==> config.mk <==
export PLATFORM = sky130hd
export DESIGN_NAME = sfx_sequencer_flat
export DESIGN_NICKNAME = d
export VERILOG_FILES = /design/src/rtl/sfx_sequencer_pkg.sv /design/src/rtl/sfx_sequencer_if.sv /design/src/rtl/sfx_tone_gen.sv /design/src/rtl/sfx_sequencer.sv /design/src/flat_wrapper.sv
export SDC_FILE = /design/constraint.sdc
export NUM_CORES = 1
export LEC_CHECK = 0
export CORE_ASPECT_RATIO = 0.5
export CORE_MARGIN = 4
export CORE_UTILIZATION = 40
export CTS_BUF_LIST = sky130_fd_sc_hd__clkbuf_8
export CTS_CLUSTER_SIZE = 8
export DETAILED_ROUTE_END_ITERATION = 12
export DONT_BUFFER_PORTS = 1
export PLACE_DENSITY = 0.57
export SLEW_MARGIN = 25
export SYNTH_ARGS = -nofsm -noshare
export SYNTH_HDL_FRONTEND = slang
export SYNTH_SLANG_ARGS = --single-unit
==> constraint.sdc <==
create_clock -name clk -period 7.9 [get_ports clk]
set_input_delay 1.975 -clock clk [delete_from_list [all_inputs] [get_ports clk]]
set_output_delay 1.975 -clock clk [all_outputs]
set_load 0.05 [all_outputs]
==> src/rtl/sfx_sequencer_pkg.sv <==
// Shared types and constant note tables for the sound-effect sequencer.
package sfx_pkg;

   typedef enum logic [1:0] {
      SFX_NONE = 2'd0,
      SFX_JUMP = 2'd1,
      SFX_WIN  = 2'd2,
      SFX_LOSE = 2'd3
   } sfx_e;

   typedef struct packed {
      logic [15:0] hp;
      logic [7:0]  dur;
   } note_t;

   localparam int NOTES = 4;

   localparam note_t JUMP_T [NOTES] = '{
      '{16'd100, 8'd3}, '{16'd80, 8'd3},
      '{16'd0, 8'd0}, '{16'd0, 8'd0}};
   localparam note_t WIN_T [NOTES] = '{
      '{16'd120, 8'd4}, '{16'd100, 8'd4},
      '{16'd80, 8'd4}, '{16'd60, 8'd8}};
   localparam note_t LOSE_T [NOTES] = '{
      '{16'd80, 8'd6}, '{16'd120, 8'd6},
      '{16'd160, 8'd12}, '{16'd0, 8'd0}};

   // Indices past the table read as an end marker (dur=0).
   function automatic note_t sfx_note(
      input sfx_e s, input logic [2:0] idx);
      note_t n;
      n = '0;
      if (idx < 3'(NOTES)) begin
         case (s)
            SFX_JUMP: n = JUMP_T[idx[1:0]];
            SFX_WIN:  n = WIN_T[idx[1:0]];
            SFX_LOSE: n = LOSE_T[idx[1:0]];
            default:  n = '0;
         endcase
      end
      return n;
   endfunction

endpackage

==> src/rtl/sfx_sequencer_if.sv <==
// Event inputs and audio/status outputs of the sequencer.
interface sfx_if;
   import sfx_pkg::*;

   logic jumpForward;
   logic jumpBackward;
   logic jumpRight;
   logic jumpLeft;
   logic win;
   logic lose;
   logic sound;
   logic busy;
   sfx_e active_sfx;
   logic done;

   modport master (
      output jumpForward, jumpBackward, jumpRight, jumpLeft,
      output win, lose,
      input  sound, busy, active_sfx, done
   );

   modport slave (
      input  jumpForward, jumpBackward, jumpRight, jumpLeft,
      input  win, lose,
      output sound, busy, active_sfx, done
   );
endinterface

==> src/rtl/sfx_tone_gen.sv <==
// Square-wave generator: toggles sound every (hp << HP_SHIFT) clocks.
module sfx_tone_gen #(
   parameter int HP_SHIFT = 8
) (
   input  logic        clk,
   input  logic        reset,
   input  logic        run,
   input  logic        load,
   input  logic [15:0] half,
   output logic        sound
);

   localparam int CW = 16 + HP_SHIFT;

   logic [CW-1:0] cnt;
   logic [CW-1:0] load_val;
   logic [CW-1:0] reload_val;
   logic [15:0]   hp_q;

   always_comb begin
      load_val   = (CW'(half) << HP_SHIFT) - CW'(1);
      reload_val = (CW'(hp_q) << HP_SHIFT) - CW'(1);
   end

   // hp=0 is a rest: output parked low, counter idle.
   always_ff @(posedge clk or posedge reset) begin
      if (reset) begin
         cnt   <= '0;
         sound <= 1'b0;
         hp_q  <= '0;
      end else if (load) begin
         hp_q  <= half;
         sound <= (half != 16'd0);
         cnt   <= (half == 16'd0) ? '0 : load_val;
      end else if (!run || hp_q == 16'd0) begin
         cnt   <= '0;
         sound <= 1'b0;
      end else if (cnt == '0) begin
         sound <= ~sound;
         cnt   <= reload_val;
      end else begin
         cnt <= cnt - CW'(1);
      end
   end

endmodule

==> src/rtl/sfx_sequencer.sv <==
// Sound-effect sequencer: edge-detected events, LOSE>WIN>JUMP priority,
// table-driven notes with preemption and a one-cycle done pulse.
module sfx_sequencer
   import sfx_pkg::*;
#(
   parameter int TICK_DIV  = 50000,
   parameter int HP_SHIFT  = 8,
   parameter int MAX_NOTES = 4
) (
   input logic clk,
   input logic reset,
   sfx_if.slave bus
);

   localparam int PW = $clog2(TICK_DIV);
   localparam logic [0:0] IDLE = 1'b0;
   localparam logic [0:0] PLAY = 1'b1;

   logic [0:0]    state;
   logic [PW-1:0] presc;
   logic [7:0]    dur_cnt;
   logic [2:0]    note_idx;
   sfx_e          active;
   logic          done_q;
   logic [2:0]    hist;

   logic          jump_lvl;
   logic          jump_req;
   logic          win_req;
   logic          lose_req;
   sfx_e          req;
   logic          start;
   logic          tick;
   logic          note_end;
   logic          last;
   logic          stop;
   logic          adv;
   logic          load;
   logic          run;
   logic [2:0]    nxt_idx;
   note_t         nxt;
   note_t         first;
   logic [15:0]   hp_sel;

   always_comb begin
      jump_lvl = bus.jumpForward | bus.jumpBackward |
                 bus.jumpRight | bus.jumpLeft;
      jump_req = jump_lvl & ~hist[0];
      win_req  = bus.win & ~hist[1];
      lose_req = bus.lose & ~hist[2];
      req = SFX_NONE;
      if (lose_req)      req = SFX_LOSE;
      else if (win_req)  req = SFX_WIN;
      else if (jump_req) req = SFX_JUMP;
      // Enum codes are ordered by priority, so >= means "may preempt".
      start = (req != SFX_NONE) &&
              (state == IDLE || req >= active);
      tick     = (presc == PW'(TICK_DIV - 1));
      nxt_idx  = note_idx + 3'd1;
      nxt      = sfx_note(active, nxt_idx);
      first    = sfx_note(req, 3'd0);
      note_end = (state == PLAY) && tick && (dur_cnt <= 8'd1);
      last     = (nxt_idx == 3'(MAX_NOTES)) || (nxt.dur == 8'd0);
      stop     = note_end && last && !start;
      adv      = note_end && !last && !start;
      load     = start || adv;
      hp_sel   = start ? first.hp : nxt.hp;
      run      = (state == PLAY) && !stop;
   end

   always_ff @(posedge clk or posedge reset) begin
      if (reset) begin
         state    <= IDLE;
         presc    <= '0;
         dur_cnt  <= '0;
         note_idx <= '0;
         active   <= SFX_NONE;
         done_q   <= 1'b0;
         hist     <= '0;
      end else begin
         hist   <= {bus.lose, bus.win, jump_lvl};
         done_q <= stop;
         if (start) begin
            state    <= PLAY;
            active   <= req;
            note_idx <= '0;
            dur_cnt  <= first.dur;
            presc    <= '0;
         end else if (stop) begin
            state    <= IDLE;
            active   <= SFX_NONE;
            note_idx <= '0;
            dur_cnt  <= '0;
            presc    <= '0;
         end else if (adv) begin
            note_idx <= nxt_idx;
            dur_cnt  <= nxt.dur;
            presc    <= '0;
         end else if (state == PLAY) begin
            presc <= tick ? '0 : presc + PW'(1);
            if (tick) dur_cnt <= dur_cnt - 8'd1;
         end
      end
   end

   sfx_tone_gen #(
      .HP_SHIFT(HP_SHIFT)
   ) u_tone (
      .clk   (clk),
      .reset (reset),
      .run   (run),
      .load  (load),
      .half  (hp_sel),
      .sound (bus.sound)
   );

   assign bus.busy       = (state == PLAY);
   assign bus.active_sfx = active;
   assign bus.done       = done_q;

endmodule

==> src/flat_wrapper.sv <==
// flat-port wrapper written by rule: the top's interface ports become plain ports
module sfx_sequencer_flat import sfx_pkg::*;
#(
   parameter int TICK_DIV  = 50000,
   parameter int HP_SHIFT  = 8,
   parameter int MAX_NOTES = 4
)
  (clk, reset, bus_jumpForward, bus_jumpBackward, bus_jumpRight, bus_jumpLeft, bus_win, bus_lose, bus_sound, bus_busy, bus_active_sfx, bus_done);
  sfx_if bus_i ();
  input logic clk;
  input logic reset;
  input wire logic [$bits(bus_i.jumpForward)-1:0] bus_jumpForward;
  input wire logic [$bits(bus_i.jumpBackward)-1:0] bus_jumpBackward;
  input wire logic [$bits(bus_i.jumpRight)-1:0] bus_jumpRight;
  input wire logic [$bits(bus_i.jumpLeft)-1:0] bus_jumpLeft;
  input wire logic [$bits(bus_i.win)-1:0] bus_win;
  input wire logic [$bits(bus_i.lose)-1:0] bus_lose;
  output wire logic [$bits(bus_i.sound)-1:0] bus_sound;
  output wire logic [$bits(bus_i.busy)-1:0] bus_busy;
  output wire logic [$bits(bus_i.active_sfx)-1:0] bus_active_sfx;
  output wire logic [$bits(bus_i.done)-1:0] bus_done;
  assign bus_i.jumpForward = bus_jumpForward;
  assign bus_i.jumpBackward = bus_jumpBackward;
  assign bus_i.jumpRight = bus_jumpRight;
  assign bus_i.jumpLeft = bus_jumpLeft;
  assign bus_i.win = bus_win;
  assign bus_i.lose = bus_lose;
  assign bus_sound = bus_i.sound;
  assign bus_busy = bus_i.busy;
  assign bus_active_sfx = bus_i.active_sfx;
  assign bus_done = bus_i.done;
  sfx_sequencer #(.TICK_DIV(TICK_DIV), .HP_SHIFT(HP_SHIFT), .MAX_NOTES(MAX_NOTES)) u_core (.clk(clk), .reset(reset), .bus(bus_i));
endmodule
==> results of run 1 <==
==> flip-flops by register name, indices dropped and copies added, names as in the netlist <==
name	cells
u_core.dur_cnt	8
u_core.presc	16
u_core.bus.done	1
u_core.hist	3
u_core.u_tone.sound	1
u_core.bus.active_sfx	2
u_core.u_tone.hp_q	6
u_core.u_tone.cnt	24
u_core.note_idx	3
u_core.bus.busy	1
==> cell usage after synthesis, types with 3 or more instances <==
cell	n	share of area
a21oi_1	10	0.012
a22oi_1	4	0.0074
and3_1	7	0.011
buf_2	5	0.0062
clkbuf_1	11	0.010
dfrtp_1	65	0.40
ha_1	21	0.065
inv_1	19	0.018
mux2_2	3	0.0084
mux2i_1	8	0.020
nand2_1	44	0.041
nand2b_1	6	0.0093
nand3_1	13	0.016
nand4_1	8	0.012
nor2_1	50	0.046
nor2b_1	8	0.012
nor3_1	13	0.016
nor4_1	12	0.019
o211ai_1	5	0.0093
o21ai_0	37	0.046
o22ai_1	4	0.0062
o31ai_1	4	0.0074
or2_2	3	0.0046
or3_1	5	0.0077
or4_1	7	0.013
xnor2_1	14	0.030
xor2_1	22	0.048
==> worst paths after layout <==
path	slack, ps	from	to	cells after the start
worst min register to register	500	u_core.dur_cnt[6]$_DFFE_PP0P_	u_core.dur_cnt[6]$_DFFE_PP0P_	1
min in group asynchronous	1610	reset	u_core.u_tone.cnt[10]$_DFF_PP0_	1
max in group asynchronous	5390	reset	u_core.dur_cnt[3]$_DFFE_PP0P_	2
worst max register to register	4460	u_core.bus.active_sfx[0]$_DFFE_PP0P_	u_core.u_tone.cnt[3]$_DFF_PP0_	7
worst min-delay path	500	u_core.dur_cnt[6]$_DFFE_PP0P_	u_core.dur_cnt[6]$_DFFE_PP0P_	1
worst max-delay path	3000	bus_jumpBackward	u_core.u_tone.cnt[3]$_DFF_PP0_	10
==> worst max-delay path: stages <==
cell and delay [ps]:
or4_1 530, a21bo_2 230, inv_1 120, ha_1 240, nor2b_1 190, o22a_1 570, mux2i_1 400, ha_1 320
a31o_2 360, o21ai_0 150
==> report_power, final <==
group / leakage, nW / internal (mW) / switching [mW] / total (mW)
Sequential: 0.837 / 0.422 / 0.124 / 0.546
Combinational: 0.923 / 0.245 / 0.379 / 0.624
Clock: 0.101 / 0.140 / 0.123 / 0.263
Total: 1.86 / 0.807 / 0.625 / 1.43
==> metrics by stage <==
| stage | utilization | std cells | cell area [um2] | hold slack (ps) |
|---|---|---|---|---|
| 6_report | 0.451 | 588 | 4350 | 496 |
| 5_1_grt | 0.451 | 588 | 4350 | 525 |
| 4_1_cts | 0.451 | 588 | 4350 | 506 |
| 3_5_place_dp | 0.433 | 573 | 4170 | 497 |
| 3_3_place_gp | 0.433 | 573 | 4170 | 492 |
| 2_1_floorplan | - | 451 | 4040 | 459 |
==> area by class of cell <==
class | count | area (um2)
fillers | 1005 | 5290
clock buffers | 9 | 124
repair buffers | 3 | 22.5
flip-flops and latches | 65 | 1630
well taps | 135 | 169
clock inverters | 6 | 52.6
inverters | 19 | 71.3
multi-input cells | 351 | 2280
==> logic make-up (layout without fill, tap and decap cells) <==
family,Yosys count,count (layout)
fa+ha+maj,21,21
xor+xnor,36,36
buf+inv,35,37
flops,65,65
simple gates,195,195
compound gates,88,88
mux,11,11
==> per-layer routing <==
layer / routed length, um / share of wire / global-route usage / vias to the layer above
li1: - / - / - / 1604
met1: 4430 / 0.49 / 0.222 / 1550
met2: 4180 / 0.46 / 0.271 / 33
met3: 280 / 0.031 / 0.0445 / 14
met4: 120 / 0.013 / 0.0438 / 0
met5: 0 / 0 / 0 / -
==> results_dict.tcl, run 1 <==
set metrics [dict create \
    outcome "complete, no violations" \
    first_iter_violations 202 \
    holdBufCountCts 0 \
    synth_top_family_by_area "simple AND/OR/NAND/NOR gates" \
    period_share 0.620 \
    grt_pass1_wl_um 15800 \
    worst_ep_arrival_time_ps 5100 \
    seq_area_frac_synth 0.403 \
    rows 25 \
    antenna-diode-count 0 \
    insertion_delay_ps 350 \
    synth.area.mux_share 0.0282 \
    synth-simple-area-share 0.254 \
    final_cell_mix "dfrtp_1, nor2_1, nand2_1" \
    worstMarginPinSlew_ps 1000 \
    layout_commonest_cell "dfrtp_1" \
    synth_area_per_cell_um2 8.96 \
    slew_viol_final 0 \
    grt_pass1_vias 3222 \
    rsz0062_at_grt "no" \
    synth_cells 451 \
    synth_compound_area_frac 0.138 \
    fmax_mhz 204 \
    synth_fa_ha_area_frac 0.0650 \
    path_class "in -> reg" \
    cp-start-kind "input pin" \
    path_max_fanout 17 \
    portBuffers 0 \
    clock_sinks 65 \
    synth_edf_count 0 \
    drcViolationCount 0 \
    die_y_um 79.1 \
    syn_to_final_growth_pct 7.59 \
    avgViaCountPerCell 5.44 \
    cts_resized 0 \
    hold_viol 0 \
    first_pass_iters 4 \
    end_kind "flip-flop" \
    antenna_found_initial 0 \
    syn_area_um2 4040 \
    p_leak_nw 1.86 \
    wire_per_inst_um 15.3 \
    place.gp.congestion 0.784 \
    worst_ep_required_time_ps 8100 \
    cts_root_buffer "clkbuf_8" \
    ir_worst_vdd_mv 0.113 \
    grt_max_degree 36 \
    slew_headroom 0.327 \
    synth_xor_area_frac 0.0780 \
    ys.warnings.count 0 \
    min_path_type "reg -> reg" \
    setup_slack_ps 3000 \
    drive_gt1_frac 0.0728 \
    htreeDepth 3 \
    ioPinCount 13 \
    fin_nets 478 \
    vias 3201 \
    setup-tns-final_ps 0 \
    cts_made_buffers 9 \
    routed_wirelength_um 9010 \
    powerDensity_nw_per_um2 330 \
    dp_slack_ps 2660 \
    grt_usage 0.167 \
    skew_ps 7.56 \
    synth_cell_types 62 \
    initial_core_util 0.419 \
    total_power_mw 1.43 \
    syn-num-nets 480 \
    ys_ff_latch 65 \
    setup_viol 0 \
    ant_nets 0 \
    core_area_um2 9630 \
    gr-total-overflow 0 \
    cts_tree "yes" \
    cts_max_path_buffers 2 \
    period_needed_ps 4900 \
    max_cap_violations 0 \
    dieArea_um2 11900 \
    ys.flop_type "dfrtp_1" \
    cts_setup_buffers 0 \
    die_x_um 150 \
    dp_hpwl_um 6430 \
    synthArstFlopShare 1.00 \
    clkTransAtPathRegs_ps 70 \
]
No activity file was read; power rests on OpenSTA's default activity.
==> run 2: changes to the inputs <==
- PLACE_DENSITY: 0.57 -> 0.59
- clock period: 7.9 -> 4 ns (I/O delays scaled with it)
==> run 2 against run 1 <==
Effect of this change: sequential power is 85% higher; clock-buffer cell count is 2 higher; critical path depth unchanged; sequential share of layout area shrank 1.3 points.
==> results_dict.tcl, run 2 (synthesis gave the netlist of run 1 again) <==
set metrics [dict create \
    core_area_um2 9630 \
    grt_usage 0.167 \
    grt_pass1_vias 3135 \
    htreeDepth 3 \
    cts_tree "yes" \
    cp-start-kind "input pin" \
    cts_resized 0 \
    grt_pass1_wl_um 15700 \
    whs_ps 504 \
    die_x_um 150 \
    ioPinCount 13 \
    ir_worst_vdd_mv 0.220 \
    gr-total-overflow 0 \
    fillers 989 \
    min_path_type "reg -> reg" \
    cts_made_buffers 9 \
    dp.cells 586 \
    routed_wirelength_um 9070 \
    multi_input_area_um2 2290 \
    portBuffers 0 \
    drcViolationCount 0 \
    dpl-instance-area_um2 4270 \
    holdBufCountCts 0 \
    dp_hpwl_um 6540 \
    period_share 0.883 \
    setup_viol 0 \
    fin_util 0.467 \
    cts_setup_buffers 0 \
    place.gp.congestion 0.829 \
    finalInstanceArea_um2 4500 \
    powerDensity_nw_per_um2 676 \
    dieArea_um2 11900 \
    cts_root_buffer "clkbuf_8" \
    p_leak_nw 1.94 \
    hold_viol 0 \
    slew_viol_final 0 \
    worst_ep_required_time_ps 4260 \
    skew_ps 11.9 \
    drive_gt1_frac 0.107 \
    slew_headroom 0.495 \
    reg_top3 "u_core.u_tone.cnt: 24 flops, u_core.presc: 16 flops, u_core.dur_cnt: 8 flops" \
    antenna_found_initial 0 \
    grt_max_degree 37 \
    rsz0062_at_grt "no" \
    regMostFlops "u_core.u_tone.cnt" \
    fmax_mhz 283 \
    rows 25 \
    fin_nets 491 \
    wire_per_inst_um 15.1 \
    clkTransAtPathRegs_ps 70 \
    cts_max_path_buffers 2 \
    max_cap_violations 0 \
    first_pass_iters 4 \
    vias 3230 \
    ant_nets 0 \
    insertion_delay_ps 360 \
    final_cell_mix "dfrtp_1, nor2_1, nand2_1" \
    layout_commonest_cell "dfrtp_1" \
    antenna-diode-count 0 \
    end_kind "flip-flop" \
    first_iter_violations 154 \
    die_y_um 79.1 \
    avgViaCountPerCell 5.37 \
    layout.area.seq_um2 1630 \
    period_needed_ps 3530 \
    setup-tns-final_ps 0 \
    outcome "complete, no violations" \
    layout.cells.non_filler 602 \
    path_class "in -> reg" \
    worstMarginPinSlew_ps 756 \
    clock_sinks 65 \
    worst_ep_arrival_time_ps 3790 \
    path_max_fanout 7 \
    initial_core_util 0.419 \
    syn_to_final_growth_pct 11.5 \
    largest_reg_flops 24 \
]
==> run 2: changes by cell type in the layout (fill, tap and decap cells not counted), sizes merged <==
cell / change
bufinv: +1
buf: +13
clkinvlp: +1
clkinv: -1
clkbuf: +2
inv: -2
==> run 2: layout make-up <==
type,instances,share of cell area
multi-input combinational,351,0.508
sequential,65,0.361
tap,135,0.0375
clock buffer,11,0.0336
timing repair buffer,16,0.0267
clock inverter,5,0.0172
inverter,19,0.0158
==> run 2: worst paths after layout <==
path,start,end,slack [ps],cells after the start
min in group asynchronous,reset,u_core.u_tone.cnt[22]$_DFF_PP0_,650,1
max reg2reg,u_core.hist[2]$_DFF_PP0_,u_core.u_tone.cnt[17]$_DFF_PP0_,960,10
min,u_core.dur_cnt[6]$_DFFE_PP0P_,u_core.dur_cnt[6]$_DFFE_PP0P_,500,1
max,bus_jumpBackward,u_core.u_tone.cnt[17]$_DFF_PP0_,470,10
max in group asynchronous,reset,u_core.dur_cnt[7]$_DFFE_PP0P_,2460,2
min reg2reg,u_core.dur_cnt[6]$_DFFE_PP0P_,u_core.dur_cnt[6]$_DFFE_PP0P_,500,1
==> run 2: routing by layer <==
layer  track usage  part of all wire  vias to the layer above
li1              -                 -                     1628
met1         0.223              0.51                     1552
met2         0.265              0.44                       39
met3        0.0422             0.032                       11
met4        0.0575             0.015                        0
met5             0                 0                        -
==> run 2: worst max-delay path, stage by stage <==
cell	delay [ps]
or4_1	540
a21bo_2	230
inv_1	120
ha_1	140
nor2b_1	60
o22ai_1	540
a2bb2oi_1	200
ha_1	320
or4b_4	560
o31ai_1	80
==> run 2: metrics by stage <==
step                      power, mW  worst slack, ps
final                          3.04              468
after global routing           3.30              283
after CTS                      3.06              496
after detailed placement       2.40              106
after global placement         2.38              217
after floorplan                2.03             97.7
==> run 2: power by group <==
group / switching [mW] / leakage [nW] / internal [mW] / total [mW]
clock: 0.267 / 0.115 / 0.383 / 0.650
sequential: 0.176 / 0.837 / 0.834 / 1.01
combinational: 0.836 / 0.986 / 0.547 / 1.38
total: 1.28 / 1.94 / 1.76 / 3.04
==> run 3: changes to the inputs <==
- CAP_MARGIN: not set -> 20
- PLACE_DENSITY: 0.59 -> 0.57
- clock period: 4 -> 4.14 ns (I/O delays scaled with it)
==> run 3 against run 2 <==
Effect of this change: critical path depth grew 1; critical path type unchanged; cell area shrank 1.6%; critical endpoint is now u_core.u_tone.cnt[15]$_DFF_PP0_; global-route usage shrank 0.12 points; clock-buffer cell count grew 1; combinational power shrank 7%; non-clock buffer count shrank 3.
==> results_dict.tcl, run 3 (synthesis gave the netlist of run 1 again) <==
set metrics [dict create \
    die_y_um 79.1 \
    dp_hpwl_um 6420 \
    core_area_um2 9630 \
    dp.cells 583 \
    period_needed_ps 3620 \
    clock_sinks 65 \
    routed_wirelength_um 8940 \
    syn_to_final_growth_pct 9.63 \
    drive_gt1_frac 0.0950 \
    cts_made_buffers 9 \
    skew_ps 4.55 \
    met3_length_um 219 \
    worst_r2r_path_depth 9 \
    worstMarginPinSlew_ps 878 \
    hold_viol 0 \
    worst_ep_arrival_time_ps 3880 \
    outcome "complete, no violations" \
    insertion_delay_ps 350 \
    fmax_mhz 276 \
    layout_commonest_cell "dfrtp_1" \
    wl_met2_um 4190 \
    clkTransAtPathRegs_ps 70 \
    grt_max_degree 49 \
    cts_resized 0 \
    powerDensity_nw_per_um2 630 \
    antenna_found_initial 0 \
    wire_per_inst_um 15.0 \
    end_kind "flip-flop" \
    period_share 0.875 \
    vias 3210 \
    p_leak_nw 1.90 \
    regMostFlops "u_core.u_tone.cnt" \
    portBuffers 0 \
    rows 25 \
    ioPinCount 13 \
    die_x_um 150 \
    grt_usage 0.166 \
    slew_viol_final 0 \
    ir_worst_vdd_mv 0.188 \
    worst_ep_required_time_ps 4400 \
    fin_nets 488 \
    wl_met1_um 4410 \
    htreeDepth 3 \
    r2r_setup_slack_ps 850 \
    gr-total-overflow 0 \
    critPathLaunch "bus_jumpBackward" \
    cts_root_buffer "clkbuf_8" \
    top_layer "met4" \
    endpoint "u_core.u_tone.cnt[15]$_DFF_PP0_" \
    cp-start-kind "input pin" \
    holdBufCountCts 0 \
    avgViaCountPerCell 5.37 \
    timing.rr.start "u_core.bus.active_sfx[1]$_DFFE_PP0P_" \
    cts_tree "yes" \
    rsz0062_at_grt "no" \
    antenna-diode-count 0 \
    grt_pass1_wl_um 15700 \
    first_iter_violations 213 \
    min_path_type "reg -> reg" \
    largest_reg_flops 24 \
    layout.cells.non_filler 598 \
    dieArea_um2 11900 \
    final_cell_mix "dfrtp_1, nor2_1, nand2_1" \
    setup_viol 0 \
    setup-tns-final_ps 0 \
    cts_max_path_buffers 2 \
    max_cap_violations 0 \
    slew_headroom 0.409 \
    reg_top3 "u_core.u_tone.cnt: 24 flops, u_core.presc: 16 flops, u_core.dur_cnt: 8 flops" \
    drcViolationCount 0 \
    place.gp.congestion 0.804 \
    initial_core_util 0.419 \
    grt_pass1_vias 3152 \
    first_pass_iters 4 \
    r2r_end "u_core.u_tone.cnt[15]$_DFF_PP0_" \
    path_class "in -> reg" \
    path_max_fanout 8 \
    ant_nets 0 \
    cts_setup_buffers 0 \
]
==> run 3: worst min path at each step <==
| stage | start | endpoint | cells past startpoint | slack, ps |
|---|---|---|---|---|
| global placement | u_core.dur_cnt[6]$_DFFE_PP0P_ | u_core.dur_cnt[6]$_DFFE_PP0P_ | 1 | 490 |
| CTS | u_core.dur_cnt[7]$_DFFE_PP0P_ | u_core.dur_cnt[7]$_DFFE_PP0P_ | 1 | 510 |
| finish | u_core.dur_cnt[7]$_DFFE_PP0P_ | u_core.dur_cnt[7]$_DFFE_PP0P_ | 1 | 510 |
| global route | u_core.dur_cnt[6]$_DFFE_PP0P_ | u_core.dur_cnt[6]$_DFFE_PP0P_ | 1 | 520 |
| floorplan | u_core.dur_cnt[6]$_DFFE_PP0P_ | u_core.dur_cnt[6]$_DFFE_PP0P_ | 1 | 460 |
| detailed placement | u_core.dur_cnt[6]$_DFFE_PP0P_ | u_core.dur_cnt[6]$_DFFE_PP0P_ | 1 | 500 |
==> run 3: area by class of cell <==
| cell class | instances | area [um2] |
|---|---|---|
| inverters | 19 | 73.8 |
| flip-flops and latches | 65 | 1630 |
| well taps | 135 | 169 |
| repair buffers | 13 | 97.6 |
| fillers | 958 | 5200 |
| clock buffers | 12 | 165 |
| clock inverters | 3 | 16.3 |
| multi-input cells | 351 | 2280 |
==> run 3: critical path, cell delays in order <==
cell	delay, ps
or4_1	530
a21bo_2	240
inv_1	120
ha_1	140
nor2b_1	60
o22ai_1	590
nor3_1	180
or2_2	370
and3_1	200
ha_1	270
o22ai_1	150
==> run 3: layer usage <==
metal	global-route usage	vias to the layer above
li1	-	1623
met1	0.220	1556
met5	0	-
met3	0.0462	9
met2	0.267	22
met4	0.0465	0
==> run 3: through the flow <==
step	utilization	setup WS (ps)	hold slack [ps]	total power [mW]	cell area (um2)
after global placement	0.441	228	490	2.29	4250
after detailed placement	0.441	163	498	2.30	4250
after floorplan	-	203	459	1.96	4040
after CTS	0.460	540	510	2.82	4430
after global routing	0.460	373	517	3.03	4430
final	0.460	516	508	2.79	4430
==> run 3: power by group <==
group,internal (mW),switching [mW]
clock network,0.260,0.246
logic,0.510,0.769
registers,0.806,0.198
total,1.58,1.21
